==> src/rtl/mem_arbiter.sv <==
// Two-requester arbiter sharing one main-memory line port between the I-cache and the D-cache.
// Define MEM_ARB_RR_EN for round-robin tie-breaking; otherwise D wins every tie.
module mem_arbiter #(
  parameter int unsigned ADDR_W = 28,
  parameter int unsigned LINE_W = 128
) (
  input  logic              clk,
  input  logic              proc_reset,
  input  logic              i_read,
  input  logic [ADDR_W-1:0] i_addr,
  output logic [LINE_W-1:0] i_rdata,
  output logic              i_ready,
  input  logic              d_read,
  input  logic              d_write,
  input  logic [ADDR_W-1:0] d_addr,
  input  logic [LINE_W-1:0] d_wdata,
  output logic [LINE_W-1:0] d_rdata,
  output logic              d_ready,
  output logic              mem_read,
  output logic              mem_write,
  output logic [ADDR_W-1:0] mem_addr,
  output logic [LINE_W-1:0] mem_wdata,
  input  logic [LINE_W-1:0] mem_rdata,
  input  logic              mem_ready
);

  localparam logic [1:0] IDLE    = 2'd0;
  localparam logic [1:0] SERVE_I = 2'd1;
  localparam logic [1:0] SERVE_D = 2'd2;
  localparam logic [1:0] DONE    = 2'd3;

  localparam logic GRANT_I = 1'b0;
  localparam logic GRANT_D = 1'b1;

  logic [1:0]        state_q, state_d;
  logic              last_grant_q, last_grant_d;
  logic [LINE_W-1:0] i_rdata_q, d_rdata_q;
  logic              d_req;
  logic              tie_to_d;

  assign d_req = d_read | d_write;

`ifdef MEM_ARB_RR_EN
  assign tie_to_d = (last_grant_q == GRANT_I);
`else
  // last_grant is still tracked so both builds share the same state; D always wins here.
  assign tie_to_d = 1'b1 | last_grant_q;
`endif

  always_comb begin
    state_d      = state_q;
    last_grant_d = last_grant_q;
    case (state_q)
      IDLE: begin
        if (d_req && (!i_read || tie_to_d)) begin
          state_d      = SERVE_D;
          last_grant_d = GRANT_D;
        end else if (i_read) begin
          state_d      = SERVE_I;
          last_grant_d = GRANT_I;
        end
      end
      SERVE_I: begin
        if (mem_ready) begin
          state_d = DONE;
        end else if (!i_read) begin
          state_d = IDLE;
        end
      end
      SERVE_D: begin
        if (mem_ready) begin
          state_d = DONE;
        end else if (!d_req) begin
          state_d = IDLE;
        end
      end
      DONE:    state_d = IDLE;
      default: state_d = IDLE;
    endcase
  end

  always_comb begin
    mem_read  = 1'b0;
    mem_write = 1'b0;
    mem_addr  = '0;
    mem_wdata = '0;
    i_ready   = 1'b0;
    d_ready   = 1'b0;
    case (state_q)
      SERVE_I: begin
        mem_read = i_read;
        mem_addr = i_addr;
        i_ready  = mem_ready;
      end
      SERVE_D: begin
        // A write-back takes precedence over a simultaneous read.
        mem_read  = d_read & ~d_write;
        mem_write = d_write;
        mem_addr  = d_addr;
        mem_wdata = d_wdata;
        d_ready   = mem_ready;
      end
      default: begin
        mem_read = 1'b0;
      end
    endcase
  end

  always_ff @(posedge clk) begin
    if (proc_reset) begin
      state_q      <= IDLE;
      last_grant_q <= GRANT_I;
      i_rdata_q    <= '0;
      d_rdata_q    <= '0;
    end else begin
      state_q      <= state_d;
      last_grant_q <= last_grant_d;
      if (i_ready) begin
        i_rdata_q <= mem_rdata;
      end
      if (d_ready) begin
        d_rdata_q <= mem_rdata;
      end
    end
  end

  assign i_rdata = i_rdata_q;
  assign d_rdata = d_rdata_q;

endmodule

==> config.mk <==
export PLATFORM = sky130hd
export DESIGN_NAME = mem_arbiter
export DESIGN_NICKNAME = d
export VERILOG_FILES = /design/src/rtl/mem_arbiter.sv
export SDC_FILE = /design/constraint.sdc
export NUM_CORES = 1
export LEC_CHECK = 0
export ABC_AREA = 0
export ABC_CLOCK_PERIOD_IN_PS = 2000
export CORE_AREA = 2 2 286 288
export CTS_CLUSTER_SIZE = 30
export DETAILED_ROUTE_END_ITERATION = 12
export DIE_AREA = 0 0 288 290
export GPL_ROUTABILITY_DRIVEN = 0
export PLACE_DENSITY = 0.35
export SYNTH_ARGS = -nofsm -noshare
export SYNTH_HDL_FRONTEND = slang
export SYNTH_SLANG_ARGS = --single-unit
==> constraint.sdc <==
create_clock -name clk -period 2 [get_ports clk]
set_input_delay 0.4 -clock clk [delete_from_list [all_inputs] [get_ports clk]]
set_output_delay 0.4 -clock clk [all_outputs]
set_load 0.01 [all_outputs]
Word level (Yosys, flattened, before mapping)
Cells that the tools add are included.
W data, S select, Z words.
{ "totals": {"reg_bits": 258, "input_bits": 318, "out_inout_bits": 416} }
{ "op_classes": {"n_eq_ne": 6, "muxes": 13, "bitwise_logic": 3, "reduce_logical": 2} }
{ "op_table": {"columns": ["operator", "n"], "rows": [
  ["$mux W128", 1],
  ["$pmux W28 S2", 1],
  ["$mux W2", 6],
  ["$ne A3 B3 Y1 const B", 3],
  ["$pmux W2 S4", 1],
  ["$eq A2 B2 Y1 const B", 2],
  ["$mux W1", 3],
  ["$reduce_and A3 Y1", 1],
  ["$eq A2 B1 Y1 const B", 1],
  ["$logic_not A2 Y1", 1],
  ["$pmux W1 S2", 1],
  ["$and A1 B1 Y1", 1],
  ["$not A1 Y1", 1],
  ["$or A1 B1 Y1", 1]
]} }

Depth between registers and ports, before layout
Gate-level depths: netlist of the first run.
{ "logic_depth": {"word_depth": 4, "mapped_depth": 9} }

Worst setup path after synthesis of the first run
OpenSTA, ideal clock, no wires.
{ "synth_path": {"path_kind": "reg-to-output", "start": "reg state_q[1]", "end": "out mem_addr[0]", "t_arrival_ns": 1.371, "slack_ns": 0.229, "path_stages_with_launch": 7, "path_cell_list": "dfxtp_1 -> inv_1 -> ha_1 -> clkbuf_1 -> buf_2 -> a22oi_1 -> nor2b_1"} }
{ "synth_via": {"elab_chain_cells": 2, "word_cells_on_any_way": 3} }
{ "synth_rtl": {"columns": ["item", "line", "source"], "rows": [
  ["from (decl)", "35", "logic [1:0] state_q, state_d;"],
  ["from (signal assigned)", "116", "state_q <= state_d;"],
  ["$eq A2 B2 Y1 / $eq A2 B1 Y1 (equally long branches)", "89", "case (state_q)"],
  ["$pmux W28 S2 (*)", "89", null],
  ["to (decl)", "21", "output logic [ADDR_W-1:0] mem_addr,"]
]} }
Mark *: on every way between the ends. The rest lies on a longest branch, timed or not.

Final worst setup path of the first run
{ "layout_path": {"start": "reg state_q[1]", "end": "out mem_addr[19]"} }
Same word-level chain as after synthesis.

==> impl_metrics.tcl, run 1 <==
set metrics [dict create \
    max_cap_viol_count 0 \
    vias 12800 \
    cpMostUsedCell "buf_12" \
    p_seq_frac 0.310 \
    yosys_warnings 0 \
    netlist.area_leader.share 0.506 \
    synth_nets 1670 \
    rsz0062_at_grt "yes" \
    dp_slack_ns -0.514 \
    clk_pin_slew_ns 0.05 \
    start_util 0.127 \
    p_clk_frac 0.345 \
    synth_mux_area_frac 0.00294 \
    final.setup.worst_slack_ns -0.328 \
    timing.final.crit_share 1.16 \
    clock_path_buffers 3 \
    fmax_mhz 429 \
    peakVddDrop_mv 0.412 \
    rows 104 \
    grt_pass1_vias 12500 \
    numCtsBuffers 37 \
    nets 2472 \
    period_minus_slack_ns 2.33 \
    cpPeakStageDelay_ns 0.36 \
    place_area_sq_um 19200 \
    viasPerCell 3.92 \
    worstHoldPathType "input pin to flop" \
    synthCells 1348 \
    critical_path_class "flop to output pin" \
    route.detailed.wl_per_inst_um 24.0 \
    start_kind "flop" \
    portBuffers 733 \
    yosys.area_share.adder 0.00490 \
    worst_ep_arrival_time_ns 1.93 \
    clock_sinks 258 \
    drt_iter0_drc 646 \
    worst_pin_slew_ns 0.410 \
    cp-end-kind "output pin" \
    fp.dieH_um 290 \
    p_per_area_nw_per_um2 815 \
    drive_above_1_share 0.227 \
    report.final.slew_viol_count 0 \
    final_cell_mix "clkdlybuf4s50_1, nand2_1, a21oi_1, dfxtp_1, buf_6" \
    drt_first_pass_iters 5 \
    synth-xor-area-share 0 \
    synth_area_sq_um 10200 \
    grt_max_degree 82 \
    slew_headroom 0.726 \
    leakage_nw 8.12 \
    cp_top_family "buffers and inverters" \
    ys_types 18 \
    gr-usage-all-layers 0.168 \
    outcome "complete, but fails checks" \
    slowest_stage "dfxtp_4" \
    setup-violations-final 160 \
    dp_hpwl_um 55800 \
    worst-path-buf-inv 4 \
    synthSimpleGateAreaFrac 0.291 \
    synth_top_family_by_area "simple AND/OR/NAND/NOR gates" \
    area_delta_synth_final_pct 116 \
    overflow 0 \
    post_synth.cell_area_avg_sq_um 7.57 \
    synth_area_leader_cell "dfxtp_1" \
    hold_violations 0 \
    layout_commonest_cell "clkdlybuf4s50_1" \
    violations "negative setup slack" \
    drc 0 \
    grt_pass1_wl_um 99700 \
    final_cell_area_sq_um 22100 \
    synth_area_leaders "dfxtp_1, nand2_1, a21oi_1" \
    ys_ff_latch 258 \
    clock-skew-final_ns 0.0231 \
    totalWireLength_um 77900 \
    combinationalPowerShare 0.345 \
    cp_cell_sequence "inv_4, ha_4, buf_12, buf_12, nor2b_4, buf_6" \
    p_switching_mw 5.48 \
    ios 734 \
    p_int_mw 12.5 \
    cts_max_level 2 \
    antenna_found_initial 20 \
    synth_compound_area_frac 0.149 \
    dieArea_sq_um 83500 \
    ant_nets 0 \
    cts_tree "yes" \
    clock_latency_ns 0.54 \
    yosysSeqAreaShare 0.506 \
    cts_root_buf "clkbuf_16" \
    crit_path_max_fanout 4 \
    core_area_sq_um 80200 \
    die_w_um 288 \
    switching_share 0.305 \
    critPathRequiredTime_ns 1.60 \
]
[what timing repair did]
action | CTS | global route
pin swaps | 10 | 18
hold buffers | 0 | 0
endpoints found under the setup margin | 233 | 284
resized for setup | 821 | 170
buffers inserted | 24 | 24
hold endpoints to repair | 0 | 0
gates cloned | 12 | 19
[power by group through the flow]
stage	registers (mW)	clock network (mW)	logic (mW)
detailed placement	5.68	0	4.58
floorplan	5.79	0	1.44
finish	5.57	6.20	6.21
global route	5.60	6.72	6.53
global placement	5.67	0	4.59
CTS	5.57	6.51	5.51
[synth_stat cells, drive strengths merged]
cell,number
nor2,3
dfxtp,258
nand3b,2
or4b,1
o21ai,2
o311a,1
clkbuf,65
or3b,1
mux2,2
ha,4
a21oi,258
a22oi,28
and2,130
inv,5
nand2,516
nor2b,28
buf,44
[final timing paths]
| check | startpoint | to | slack, ns | depth (start not counted) |
|---|---|---|---|---|
| hold reg to reg | i_rdata[0] | i_rdata[0] | 0.45 | 2 |
| setup / recovery | state_q[1] | mem_addr[19] | -0.33 | 6 |
| setup reg to reg | state_q[0] | d_rdata[45] | 0.05 | 13 |
| hold / removal | proc_reset | d_rdata[102] | 0.30 | 2 |
[metrics by stage]
stage               hold WS (ns)   util  TNS, ns  total power [mW]  instances
detailed placement         0.444  0.240   -26.70              10.3       3100
finish                     0.297  0.275   -30.47              18.0       3250
CTS                        0.264  0.263   -37.45              17.6       3200
global route               0.276  0.275   -43.10              18.9       3246
global placement           0.442  0.240   -26.44              10.3       3100
floorplan                  0.481      -        0              7.23       1348
[layout make-up]
type	count	area [sq um]
fillers	8681	58100
flip-flops and latches	258	5170
repair buffers	872	9320
well taps	1060	1330
inverters	5	31.3
multi-input cells	976	5070
clock buffers	58	1050
clock inverters	9	62.6
diodes	12	30.0
[per-layer routing]
| metal | GRT usage | wire [um] | share of wire | vias up |
|---|---|---|---|---|
| li1 | - | - | - | 5965 |
| met1 | 0.170 | 28600 | 0.37 | 6078 |
| met2 | 0.288 | 37800 | 0.49 | 584 |
| met3 | 0.0928 | 9020 | 0.12 | 112 |
| met4 | 0.0567 | 2190 | 0.028 | 14 |
| met5 | 0.0134 | 203 | 0.0026 | - |
[registers in the layout, indices dropped and copies added, names as in the netlist]
name     cells
state_q      2
d_rdata    128
i_rdata    128
[kinds of logic (layout without fill, tap and decap cells)]
kind of cell / after synthesis / after routing
mux: 2 / 2
simple gates: 681 / 681
buf+inv: 114 / 944
flops: 258 / 258
other cells: 0 / 12
fa+ha+maj: 4 / 4
compound gates: 289 / 289
(Power assumes the default switching activity.)
==> run 2, diff against run 1 <==
--- a/config.mk
+++ b/config.mk
@@ -11,8 +11,8 @@
 export CTS_CLUSTER_SIZE = 30
 export DETAILED_ROUTE_END_ITERATION = 12
 export DIE_AREA = 0 0 288 290
-export GPL_ROUTABILITY_DRIVEN = 0
 export PLACE_DENSITY = 0.35
+export SLEW_MARGIN = 15
 export SYNTH_ARGS = -nofsm -noshare
 export SYNTH_HDL_FRONTEND = slang
 export SYNTH_SLANG_ARGS = --single-unit
==> run 2 against run 1 <==
The flow still finishes with violations (negative setup slack). Highest routed layer unchanged. First-iteration DRC count shrank 19%. Critical endpoint is now mem_addr[22]. Critical path depth rose by 2. Non-clock buffer count fell by 6. Flip-flop and latch count unchanged. Largest cell class unchanged. Power is 3.8% higher.
==> impl_metrics.tcl, run 2 (synthesized netlist as in run 1, its figures left out) <==
set metrics [dict create \
    p_per_area_nw_per_um2 823 \
    ios 734 \
    p_switching_mw 5.68 \
    worst_ep_arrival_time_ns 1.92 \
    cts_tree "yes" \
    worstHoldPathType "input pin to flop" \
    fmax_mhz 430 \
    report.final.slew_viol_count 0 \
    cts_max_level 2 \
    totalWireLength_um 85100 \
    clock-skew-final_ns 0.0353 \
    timing.final.crit_share 1.16 \
    clock_sinks 258 \
    period_minus_slack_ns 2.32 \
    drive_above_1_share 0.267 \
    viasPerCell 3.89 \
    fin_tns_setup_ns -32.42 \
    route.detailed.wl_per_inst_um 26.3 \
    final_cell_mix "clkdlybuf4s50_1, nand2_1, dfxtp_1" \
    finalWeightedCongestion 1.00 \
    clk_pin_slew_ns 0.06 \
    cts_root_buf "clkbuf_16" \
    gr-usage-all-layers 0.186 \
    vias 12600 \
    outcome "complete, but fails checks" \
    p_int_mw 13.0 \
    grt_pass1_vias 12400 \
    critPathRequiredTime_ns 1.60 \
    worst_pin_slew_ns 0.472 \
    die_w_um 288 \
    cpMostUsedCell "buf_6" \
    critical_path_class "flop to output pin" \
    clock_latency_ns 0.56 \
    layout_commonest_cell "clkdlybuf4s50_1" \
    p_seq_frac 0.299 \
    final.setup.worst_slack_ns -0.325 \
    switching_share 0.304 \
    hold_violations 0 \
    drc 0 \
    combinationalPowerShare 0.358 \
    ant_nets 0 \
    fillCellCount 8650 \
    drt_iter0_drc 522 \
    overflow 0 \
    cp_cell_sequence "inv_4, buf_6, ha_4, buf_12, buf_12, buf_6, nor2b_4, buf_6" \
    cpPeakStageDelay_ns 0.34 \
    grt_max_degree 71 \
    start_kind "flop" \
    p_clk_frac 0.344 \
    slew_headroom 0.685 \
    p_total_mw 18.7 \
    nets 2466 \
    dieArea_sq_um 83500 \
    rows 104 \
    fp.dieH_um 290 \
    antenna_found_initial 42 \
    cp-end-kind "output pin" \
    area_delta_synth_final_pct 122 \
    crit_path_max_fanout 5 \
    drt_first_pass_iters 5 \
    place_area_sq_um 19200 \
    slowest_stage "dfxtp_2" \
    numCtsBuffers 37 \
    portBuffers 733 \
    peakVddDrop_mv 0.570 \
    dp_hpwl_um 61800 \
    leakage_nw 8.34 \
    grt_pass1_wl_um 107000 \
    rsz0062_at_grt "yes" \
    clock_path_buffers 3 \
    final_cell_area_sq_um 22700 \
    whs_ns 0.349 \
    holdBufCountCts 0 \
    start_util 0.127 \
    max_cap_viol_count 0 \
    setup-violations-final 160 \
    core_area_sq_um 80200 \
    violations "negative setup slack" \
]
run 2: cell count changes in the layout (fill, tap and decap cells not counted), moves of 9 or more:
cell,change
a21oi_1,-32
a21oi_2,+32
and2_1,-41
and2_4,+41
buf_2,-32
buf_4,-27
buf_6,+42
clkdlybuf4s50_1,-10
diode_2,-9
nand2_1,-16
nand2_2,+17
run 2: timing repair:
action,4_1_cts,5_1_grt
setup buffers,41,14
endpoints found under the setup margin,238,310
endpoints found under the hold margin,0,0
cloned,20,15
gates resized for setup,972,147
pin swaps,8,17
run 2: worst paths after layout:
path	startpoint	end	slack (ns)	cells past startpoint
worst max-delay path	state_q[0]	mem_addr[22]	-0.32	8
worst min register to register	i_rdata[91]	i_rdata[91]	0.45	2
worst max register to register	state_q[0]	d_rdata[51]	0.01	13
worst min-delay path	proc_reset	d_rdata[102]	0.35	2
run 2: critical path, delay by kind of cell, from the launching register on:
family / cells / cell delay [ns]
fa+ha+maj: 1 / 0.33
flops: 1 / 0.34
simple gates: 1 / 0.13
buf+inv: 6 / 0.59
run 2: through the flow:
step | setup slack, ns | std cells | util
2_1_floorplan | 0.229 | 1348 | -
3_5_place_dp | -0.264 | 3091 | 0.239
6_report | -0.325 | 3231 | 0.283
4_1_cts | -0.448 | 3212 | 0.274
5_1_grt | -0.399 | 3231 | 0.283
3_3_place_gp | -0.304 | 3091 | 0.239
run 2: routing by layer:
layer	vias up	track usage	part of all wire
met5	-	0	0.0010
met4	14	0.0430	0.024
met3	154	0.0679	0.086
met2	535	0.359	0.53
met1	5931	0.186	0.36
li1	5925	-	-
run 2: power groups by stage:
stage | Sequential, mW | Clock [mW] | Combinational [mW]
CTS | 5.57 | 6.69 | 6.45
detailed placement | 5.67 | 0 | 4.69
floorplan | 5.79 | 0 | 1.44
global route | 5.60 | 6.86 | 7.01
finish | 5.57 | 6.41 | 6.67
global placement | 5.66 | 0 | 4.71
run 2: cell type report:
| class | instances | area, sq um | area share |
|---|---|---|---|
| Antenna cell | 3 | 7.51 | 0.000331 |
| Clock inverter | 9 | 100 | 0.00442 |
| Inverter | 5 | 38.8 | 0.00171 |
| Tap cell | 1060 | 1330 | 0.0585 |
| Sequential cell | 258 | 5170 | 0.228 |
| Clock buffer | 54 | 1050 | 0.0464 |
| Multi-Input combinational cell | 976 | 5330 | 0.235 |
| Timing Repair Buffer | 866 | 9640 | 0.425 |
==> run 3, diff against run 2 <==
--- a/config.mk
+++ b/config.mk
@@ -7,11 +7,11 @@
 export LEC_CHECK = 0
 export ABC_AREA = 0
 export ABC_CLOCK_PERIOD_IN_PS = 2000
-export CORE_AREA = 2 2 286 288
+export CORE_AREA = 8 8 276 278
 export CTS_CLUSTER_SIZE = 30
 export DETAILED_ROUTE_END_ITERATION = 12
-export DIE_AREA = 0 0 288 290
-export PLACE_DENSITY = 0.35
+export DIE_AREA = 0 0 284 286
+export PLACE_DENSITY = 0.38
 export SLEW_MARGIN = 15
 export SYNTH_ARGS = -nofsm -noshare
 export SYNTH_HDL_FRONTEND = slang
==> run 3 against run 2 <==
The run still ends with negative setup slack left. Cell count fell by 3.2%. Clock power up 4.2%. Sequential power about the same. Combinational power grew 2%. Maximum frequency fell by 0.50%. Non-clock buffer count is 6 lower. Design area down 0.55%. Critical endpoint is now mem_wdata[20]. Highest routed layer unchanged.
==> impl_metrics.tcl, run 3 (synthesized netlist as in run 1, its figures left out) <==
set metrics [dict create \
    outcome "complete, but fails checks" \
    violations "negative setup slack" \
    gr-usage-all-layers 0.193 \
    start_util 0.142 \
    clock-skew-final_ns 0.0222 \
    r2r_start "state_q[0]" \
    timing.final.crit_share 1.17 \
    drt_iter0_drc 637 \
    start_kind "flop" \
    antenna_found_initial 31 \
    slew_headroom 0.705 \
    cp-end-kind "output pin" \
    fp.dieH_um 286 \
    cts_max_level 2 \
    hold_violations 0 \
    ios 734 \
    final_cell_area_sq_um 22500 \
    worst_ep_arrival_time_ns 1.94 \
    fin_tns_setup_ns -36.82 \
    seq_area_sq_um 5170 \
    critical_path_class "flop to output pin" \
    worstHoldPathType "input pin to flop" \
    period_minus_slack_ns 2.34 \
    area_delta_synth_final_pct 121 \
    holdBufCountCts 0 \
    final.setup.worst_slack_ns -0.336 \
    clock_latency_ns 0.55 \
    p_per_area_nw_per_um2 845 \
    clock_sinks 258 \
    totalWireLength_um 89600 \
    vias 12700 \
    crit_path_max_fanout 7 \
    grt_max_degree 82 \
    layout_commonest_cell "clkdlybuf4s50_1" \
    dp_hpwl_um 64900 \
    dieArea_sq_um 81200 \
    final_core_util 0.313 \
    fillCellCount 7614 \
    peakVddDrop_mv 0.530 \
    grt_pass1_vias 12700 \
    nets 2459 \
    r2r_setup_slack_ns 0.06 \
    numCtsBuffers 36 \
    hold_path.startpoint "proc_reset" \
    die_w_um 284 \
    multiInputGateArea_sq_um 5230 \
    grt_pass1_wl_um 111000 \
    core_area_sq_um 72100 \
    overflow 0 \
    drc 0 \
    fmax_mhz 428 \
    portBuffers 733 \
    critPathRequiredTime_ns 1.60 \
    final_cell_mix "clkdlybuf4s50_1, nand2_1, a21oi_1" \
    clock_path_buffers 3 \
    cts_root_buf "clkbuf_16" \
    whs_ns 0.268 \
    route.detailed.wl_per_inst_um 28.6 \
    max_cap_viol_count 0 \
    rsz0062_at_grt "yes" \
    place_area_sq_um 19000 \
    setup-violations-final 160 \
    cts_tree "yes" \
    drt_first_pass_iters 5 \
    worstSetupStartpoint "state_q[0]" \
    rows 99 \
    dp_slack_ns -0.281 \
    clk_pin_slew_ns 0.06 \
    drive_above_1_share 0.246 \
    viasPerCell 4.05 \
    finalWeightedCongestion 1.07 \
    report.final.slew_viol_count 0 \
    leakage_nw 8.32 \
    ant_nets 0 \
    worst_pin_slew_ns 0.445 \
]
[run 3: changes by cell type in the layout (fill, tap and decap cells not counted), moves of 3 or more]
cell / change
nand2_2: -16
nor2b_4: +7
buf_6: -9
dlymetal6s2s_1: -3
clkbuf_1: -3
a21oi_1: +33
buf_2: -6
diode_2: +4
clkbuf_16: +4
nand2_1: +16
a21oi_2: -33
nor2b_1: -5
[run 3: where the power goes]
group,internal [mW],switching [mW],leakage (nW)
Sequential,5.42,0.148,2.09
Clock,4.00,2.67,0.591
Combinational,3.79,3.01,5.64
[run 3: metal layers]
layer	track usage	routed length, um	vias to the layer above
met4	0.0548	2720	18
met1	0.199	33300	6067
met3	0.0838	8080	134
li1	-	-	5921
met2	0.354	45300	531
met5	0	123	-
[run 3: repair_timing]
item / 4_1_cts / 5_1_grt
endpoints found under the hold margin: 0 / 0
resized for setup: 876 / 171
gates cloned: 19 / 22
pin swaps: 9 / 16
setup endpoints to repair: 202 / 361
buffers inserted: 25 / 19
[run 3: worst paths after layout]
path                   endpoint  cells past startpoint
setup / recovery  mem_wdata[20]                      8
hold / removal      d_rdata[91]                      2
setup reg to reg     state_q[0]                      9
hold reg to reg     i_rdata[21]                      2
[run 3: through the flow]
step	total power, mW	std cells
CTS	18.5	3092
global placement	10.4	2985
finish	19.0	3129
global route	19.8	3126
floorplan	7.23	1348
detailed placement	10.4	2985
[run 3: layout make-up]
type	count	share of cell area
Tap cell	959	0.0532
Sequential cell	258	0.229
Clock inverter	13	0.00810
Multi-Input combinational cell	976	0.232
Inverter	5	0.00161
Antenna cell	7	0.000777
Clock buffer	51	0.0456
Timing Repair Buffer	860	0.429
[run 3: worst max-delay path: stages, from the launching register on]
cell and delay (ns):
dfxtp_2 0.35, inv_4 0.05, ha_4 0.22, buf_12 0.16, buf_12 0.13, buf_16 0.14, buf_6 0.11, and2_4 0.12
buf_6 0.12
==> RTL change 1 (flow settings as in run 3) <==
Change the parameter `LINE_W` from 128 to 120.
--- a/src/rtl/mem_arbiter.sv
+++ b/src/rtl/mem_arbiter.sv
@@ -3,5 +3,5 @@
 module mem_arbiter #(
   parameter int unsigned ADDR_W = 28,
-  parameter int unsigned LINE_W = 128
+  parameter int unsigned LINE_W = 120
 ) (
   input  logic              clk,
Interface: changed (5 resized); port bits go from 734 to 694. No check against the original RTL was run, so the function may have changed too.
==> RTL change 1 against run 3 <==
- the run still ends with setup timing left
- critical path depth unchanged
- clock power down 11%
- die area unchanged
- wire length down 18%
- cell area down 10%
- power down 14%
- sequential share of layout area up 1.0 points
- utilization down 3.2 points
- sequential cell count down 16
- synthesized area down 5.9%
- non-clock buffer count down 72
- count of clock-buffer cells in the layout down 6
- worst setup slack better by 0.045 ns
- synthesized cell count down 5.9%
- largest power group is now clock
==> RTL change 1: results (changes against run 3) <==
Synth
  • Adder-Cell Fraction of Synth Area: 0.521% (was 0.490%)
  • Mux cell area share after synthesis: 0.313% (was 0.294%)
  • Mean post-synth cell area: 7.57 um2 (about the same)
  • Synth area leaders: dfxtp_1 (50%), nand2_1 (19%), a21oi_1 (13%), and2_1 (7.9%), clkbuf_1 (2.4%) (was dfxtp_1 (51%), nand2_1 (19%), a21oi_1 (13%), and2_1 (8.0%), clkbuf_1 (2.4%))
  • Top post-synthesis cells by count: nand2_1 (484), a21oi_1 (242), dfxtp_1 (242), and2_1 (122), clkbuf_1 (62) (was nand2_1 (516), a21oi_1 (258), dfxtp_1 (258), and2_1 (130), clkbuf_1 (65))
  • Syn_nets: 1,575 (was 1,670)
  • Synth Area in Compound Gates: 15.0% (was 14.9%)
  • XOR/XNOR Fraction of Synth Area: 0% (unchanged)
  • Register area share after synthesis: 50.4% (was 50.6%)

Setup path
  • Max incr delay on CP: 0.35 ns (about the same)
  • R2R setup slack: 0.02 ns (was 0.06 ns)
  • Crit path arrival time: 1.89 ns (was 1.94 ns)
  • CP Capture Point: mem_wdata[68] (was mem_wdata[20])
  • R2R Path End: i_rdata[5] (was state_q[0])
  • FF-to-FF path depth: 10 (was 9)
  • Max FO, Critical Path: 6 (was 7)

Timing
  • Worst Hold Slack: 0.337 ns (was 0.268 ns)
  • Setup ws final: -0.291 ns (was -0.336 ns)
  • Setup-failing EPs final: 152 (was 160)
  • Slew @ Worst Pin: 0.559 ns (was 0.445 ns)
  • Skew final: 0.0182 ns (was 0.0222 ns)

Pwr
  • Leak: 0.00738 uW (was 0.00832 uW)
  • VDD IR max: 479 uV (was 530 uV)

Run status
  • Status: finished with violations (unchanged)
  • Failing checks: setup timing (unchanged)

Detailed routing
  • DRT iter0 DRCs: 506 (was 637)
  • Met2 Wirelength: 36,000 um (was 45,300 um)
  • Met3 wire len: 5720 um (was 8080 um)
  • M1 WL: 29,400 um (was 33,300 um)
  • Routed WL: 73,200 um (was 89,600 um)
  • Vias: 11,500 (was 12,700)

Cells and area
  • Fillers: 7,707 (was 7,614)
  • Nets@finish: 2,297 (was 2,459)
  • Layout cell share with drive strength beyond 1: 20.8% (was 24.6%)
  • Final Non-Filler Cells: 2,984 (was 3,129)

Hold path
  • Min-Delay Endpoint: i_rdata[114] (was d_rdata[91])

Global routing
  • Largest net degree at the start of global routing: 77 (was 82)
  • GR Layer Usage met1: 18.8% (was 19.9%)
  • Vias in the first global route: 11,700 (was 12,700)
  • M3 GR Usage: 5.59% (was 8.38%)
  • Met2 Track Usage GR: 28.3% (was 35.4%)
  • First-pass GRT wire length: 96,200 um (was 111,000 um)
  • Initial antenna violation count: 18 (was 31)

CTS
  • CTS H-tree lvls: 2 (unchanged)
  • Post-CTS resize count: 773 (was 876)
  • CTS Buf Count: 34 (was 36)

Placed design
  • DP Area: 18,100 um2 (was 19,000 um2)
  • Worst slack at placement: -0.242 ns (was -0.281 ns)
  • Hpwl dp: 55,200 um (was 64,900 um)
  • Buffers added on ports: 693 (was 733)
  • Inst Count DP: 2,877 (was 2,985)
  • RD Place Congestion: 0.972 (was 1.07)
-- RTL change 1: cell count changes in the layout (fill, tap and decap cells not counted), moves of 11 or more --
cell	run 3	this run
buf_6	159	79
and2_4	129	61
and2_1	1	61
buf_2	14	62
nand2_1	513	479
clkdlybuf4s50_1	563	539
a21oi_1	257	235
buf_4	28	46
dfxtp_1	256	240
buf_12	40	29
nor2b_4	15	4
-- RTL change 1: cell type report --
cell class	instances	area (um2)	share of cell area, %
repair buffers	788	8300	41.1
flip-flops and latches	242	4850	24.0
multi-input cells	920	4720	23.3
well taps	959	1200	5.93
clock buffers	45	942	4.66
clock inverters	15	158	0.780
inverters	5	26.3	0.130
diodes	10	25.0	0.124
-- RTL change 1: report_power, final --
group / switching (uW) / leakage (uW) / total, uW / internal (uW)
Combinational: 2390 / 0.00489 / 5200 / 2820
Clock: 2370 / 0.000531 / 5970 / 3600
Sequential: 137 / 0.00196 / 5220 / 5090
Total: 4900 / 0.00738 / 16400 / 11500
==> RTL change 2 (config.mk and constraints of run 3) <==
Without the edit above. Reset style: asynchronous (`proc_reset`), changed in one clocked block.
--- a/src/rtl/mem_arbiter.sv
+++ b/src/rtl/mem_arbiter.sv
@@ -107,5 +107,5 @@
   end
 
-  always_ff @(posedge clk) begin
+  always_ff @(posedge clk or posedge proc_reset) begin
     if (proc_reset) begin
       state_q      <= IDLE;
Behaviour: differs if proc_reset is asserted again (counterexample within 4 cycles, from zero or initial values and one cycle with proc_reset high); with proc_reset held inactive, the same outputs for 4 cycles.
==> RTL change 2 against run 3 <==
- the run still ends with setup timing left
- global-route usage shrank 4.6 points
- critical endpoint is now mem_addr[23]
- register-to-register slack lost 0.15 ns
- sequential cell count is the same
- maximum frequency shrank 4.8%
- synthesized area grew 9.8%
- cell count shrank 18%
- die area is the same
- wire length shrank 30%
- worst setup slack lost 0.12 ns
- cell area shrank 3.0%
Power is not compared: it rests on default switching activity, and its combinational part moved more than twofold at a synthesized area within 25%.
==> RTL change 2: results (changes against run 3) <==
Synth
  • Register area share after synthesis: 57.6% (was 50.6%)
  • Syn_nets: 1,097 (was 1,670)
  • Synth area leaders: dfrtp_1 (58%), mux2_2 (17%), and2_1 (7.3%), mux2_4 (6.8%), mux2_1 (3.9%) (was dfxtp_1 (51%), nand2_1 (19%), a21oi_1 (13%), and2_1 (8.0%), clkbuf_1 (2.4%))
  • Top post-synthesis cells by count: dfrtp_1 (258), mux2_2 (167), and2_1 (130), mux2_4 (51), mux2_1 (39) (was nand2_1 (516), a21oi_1 (258), dfxtp_1 (258), and2_1 (130), clkbuf_1 (65))
  • Synth cell types: 25 (was 18)
  • Post-synth ARST share: 100% (was 0%)
  • Synth warn: 0 (unchanged)

CTS
  • CTS Buf Count: 34 (was 36)
  • Clock buffer depth: 3 (unchanged)
  • CTS H-tree lvls: 2 (unchanged)
  • Reg clk slew, reported paths: 0.05 ns
  • Clk root buf: clkbuf_16 (unchanged)
  • Worst skew pair latency: 0.52 ns (was 0.55 ns)

Placed design
  • Buffers added on ports: 733 (unchanged)
  • Hpwl dp: 50,600 um (was 64,900 um)
  • DP Area: 20,400 um2 (was 19,000 um2)
  • RD Place Congestion: 0.893 (was 1.07)

Cells and area
  • Fillers: 7,413 (was 7,614)
  • Final core occ: 30.3% (was 31.3%)
  • Layout cell share with drive strength beyond 1: 32.8% (was 24.6%)
  • Nets@finish: 1,914 (was 2,459)

Pwr
  • VDD IR max: 615 uV
  • Leak: 0.00937 uW

Setup path
  • R2R Path End: i_rdata[21] (was state_q[0])
  • Crit path arrival time: 2.05 ns (was 1.94 ns)
  • Max FO, Critical Path: 19 (was 7)
  • Reg2reg start: state_q[0] (unchanged)
  • CP Capture Point: mem_addr[23] (was mem_wdata[20])
  • R2R setup slack: -0.09 ns (was 0.06 ns)
  • FF-to-FF path depth: 11 (was 9)
  • Crit path from: state_q[1] (was state_q[0])

Timing
  • Setup ws final: -0.453 ns (was -0.336 ns)
  • Skew final: 0.0109 ns (was 0.0222 ns)
  • Setup-failing EPs final: 328 (was 160)
  • Slew @ Worst Pin: 0.415 ns (was 0.445 ns)
  • Setup TNS Final: -57.16 ns (was -36.82 ns)

Run status
  • Failing checks: setup timing (unchanged)
  • Status: finished with violations (unchanged)

Detailed routing
  • Met3 wire len: 6340 um (was 8080 um)
  • Top routing layer used: met5 (unchanged)
  • DR WL/cell: 24.4 um (was 28.6 um)
  • First-pass DRT Iterations: 4 (was 5)
  • Met2 Wirelength: 29,600 um (was 45,300 um)
  • M1 WL: 25,600 um (was 33,300 um)
  • DRT iter0 DRCs: 246 (was 637)
  • DR vias/cell: 3.63 (was 4.05)

Global routing
  • Initial antenna violation count: 8 (was 31)
  • Vias in the first global route: 10,700 (was 12,700)
  • Largest net degree at the start of global routing: 47 (was 82)
  • First-pass GRT wire length: 87,200 um (was 111,000 um)
  • Gr usage total: 14.7% (was 19.3%)

Hold path
  • Worst hold path type: input port to async pin (was input port to flop)
RTL change 2: where the power goes:
part	internal (uW)	switching, uW
Clock	3940	2360
Sequential	7900	1400
Combinational	11000	7930
Total	22900	11700
RTL change 2: layer usage:
layer / vias up / global-route usage [%]
met1: 4596 / 17.5
met4: 8 / 3.70
met5: - / 0
met2: 366 / 24.1
met3: 71 / 6.44
li1: 4311 / -
RTL change 2: how the worst min path moves through the flow:
stage	start	end	slack [ns]
after floorplan	state_q[1]	state_q[1]	0.51
after global placement	i_rdata[30]	i_rdata[30]	0.47
after detailed placement	i_rdata[27]	i_rdata[27]	0.48
after CTS	proc_reset	i_rdata[119]	0.30
after global routing	proc_reset	i_rdata[114]	0.33
final	proc_reset	i_rdata[110]	0.33
RTL change 2: layout make-up:
cell class | instances | share of cell area [%]
timing repair buffer | 831 | 38.4
sequential | 258 | 29.5
multi-input combinational | 461 | 21.1
tap | 959 | 5.49
clock buffer | 53 | 4.92
clock inverter | 6 | 0.378
inverter | 6 | 0.155
antenna | 4 | 0.0458
RTL change 2: per-stage QoR:
stage | hold slack [ns] | setup slack, ns | instances
global route | 0.327 | -0.526 | 2577
CTS | 0.303 | -0.498 | 2560
finish | 0.331 | -0.453 | 2578
global placement | 0.469 | -0.329 | 2487
detailed placement | 0.475 | -0.313 | 2487
floorplan | 0.508 | -1.80 | 775
RTL change 2: worst max-delay path, cell delays in order (launching register included):
cell     delay (ns)
dfrtp_1        0.40
buf_6          0.13
ha_4           0.22
buf_4          0.17
buf_16         0.15
a22oi_2        0.22
nor2b_2        0.09
buf_12         0.14
RTL change 2: kinds of logic (layout without fill, tap and decap cells):
| logic type | Yosys count | count (layout) | synth area share, % |
|---|---|---|---|
| flip-flops | 258 | 258 | 57.6 |
| buffers and inverters | 56 | 896 | 2.82 |
| other | 0 | 4 | 0 |
| AND/OR/NAND/NOR | 167 | 167 | 9.33 |
| adder cells (fa/ha/maj) | 4 | 4 | 0.447 |
| multiplexers | 258 | 258 | 27.6 |
| AO/OA/AOI/OAI | 32 | 32 | 2.15 |
RTL change 2: what timing repair did:
item | CTS | global route
setup buffers | 8 | 9
resized for setup | 421 | 170
endpoints found under the setup margin | 298 | 415
cloned | 6 | 5
pin swaps | 2 | 1
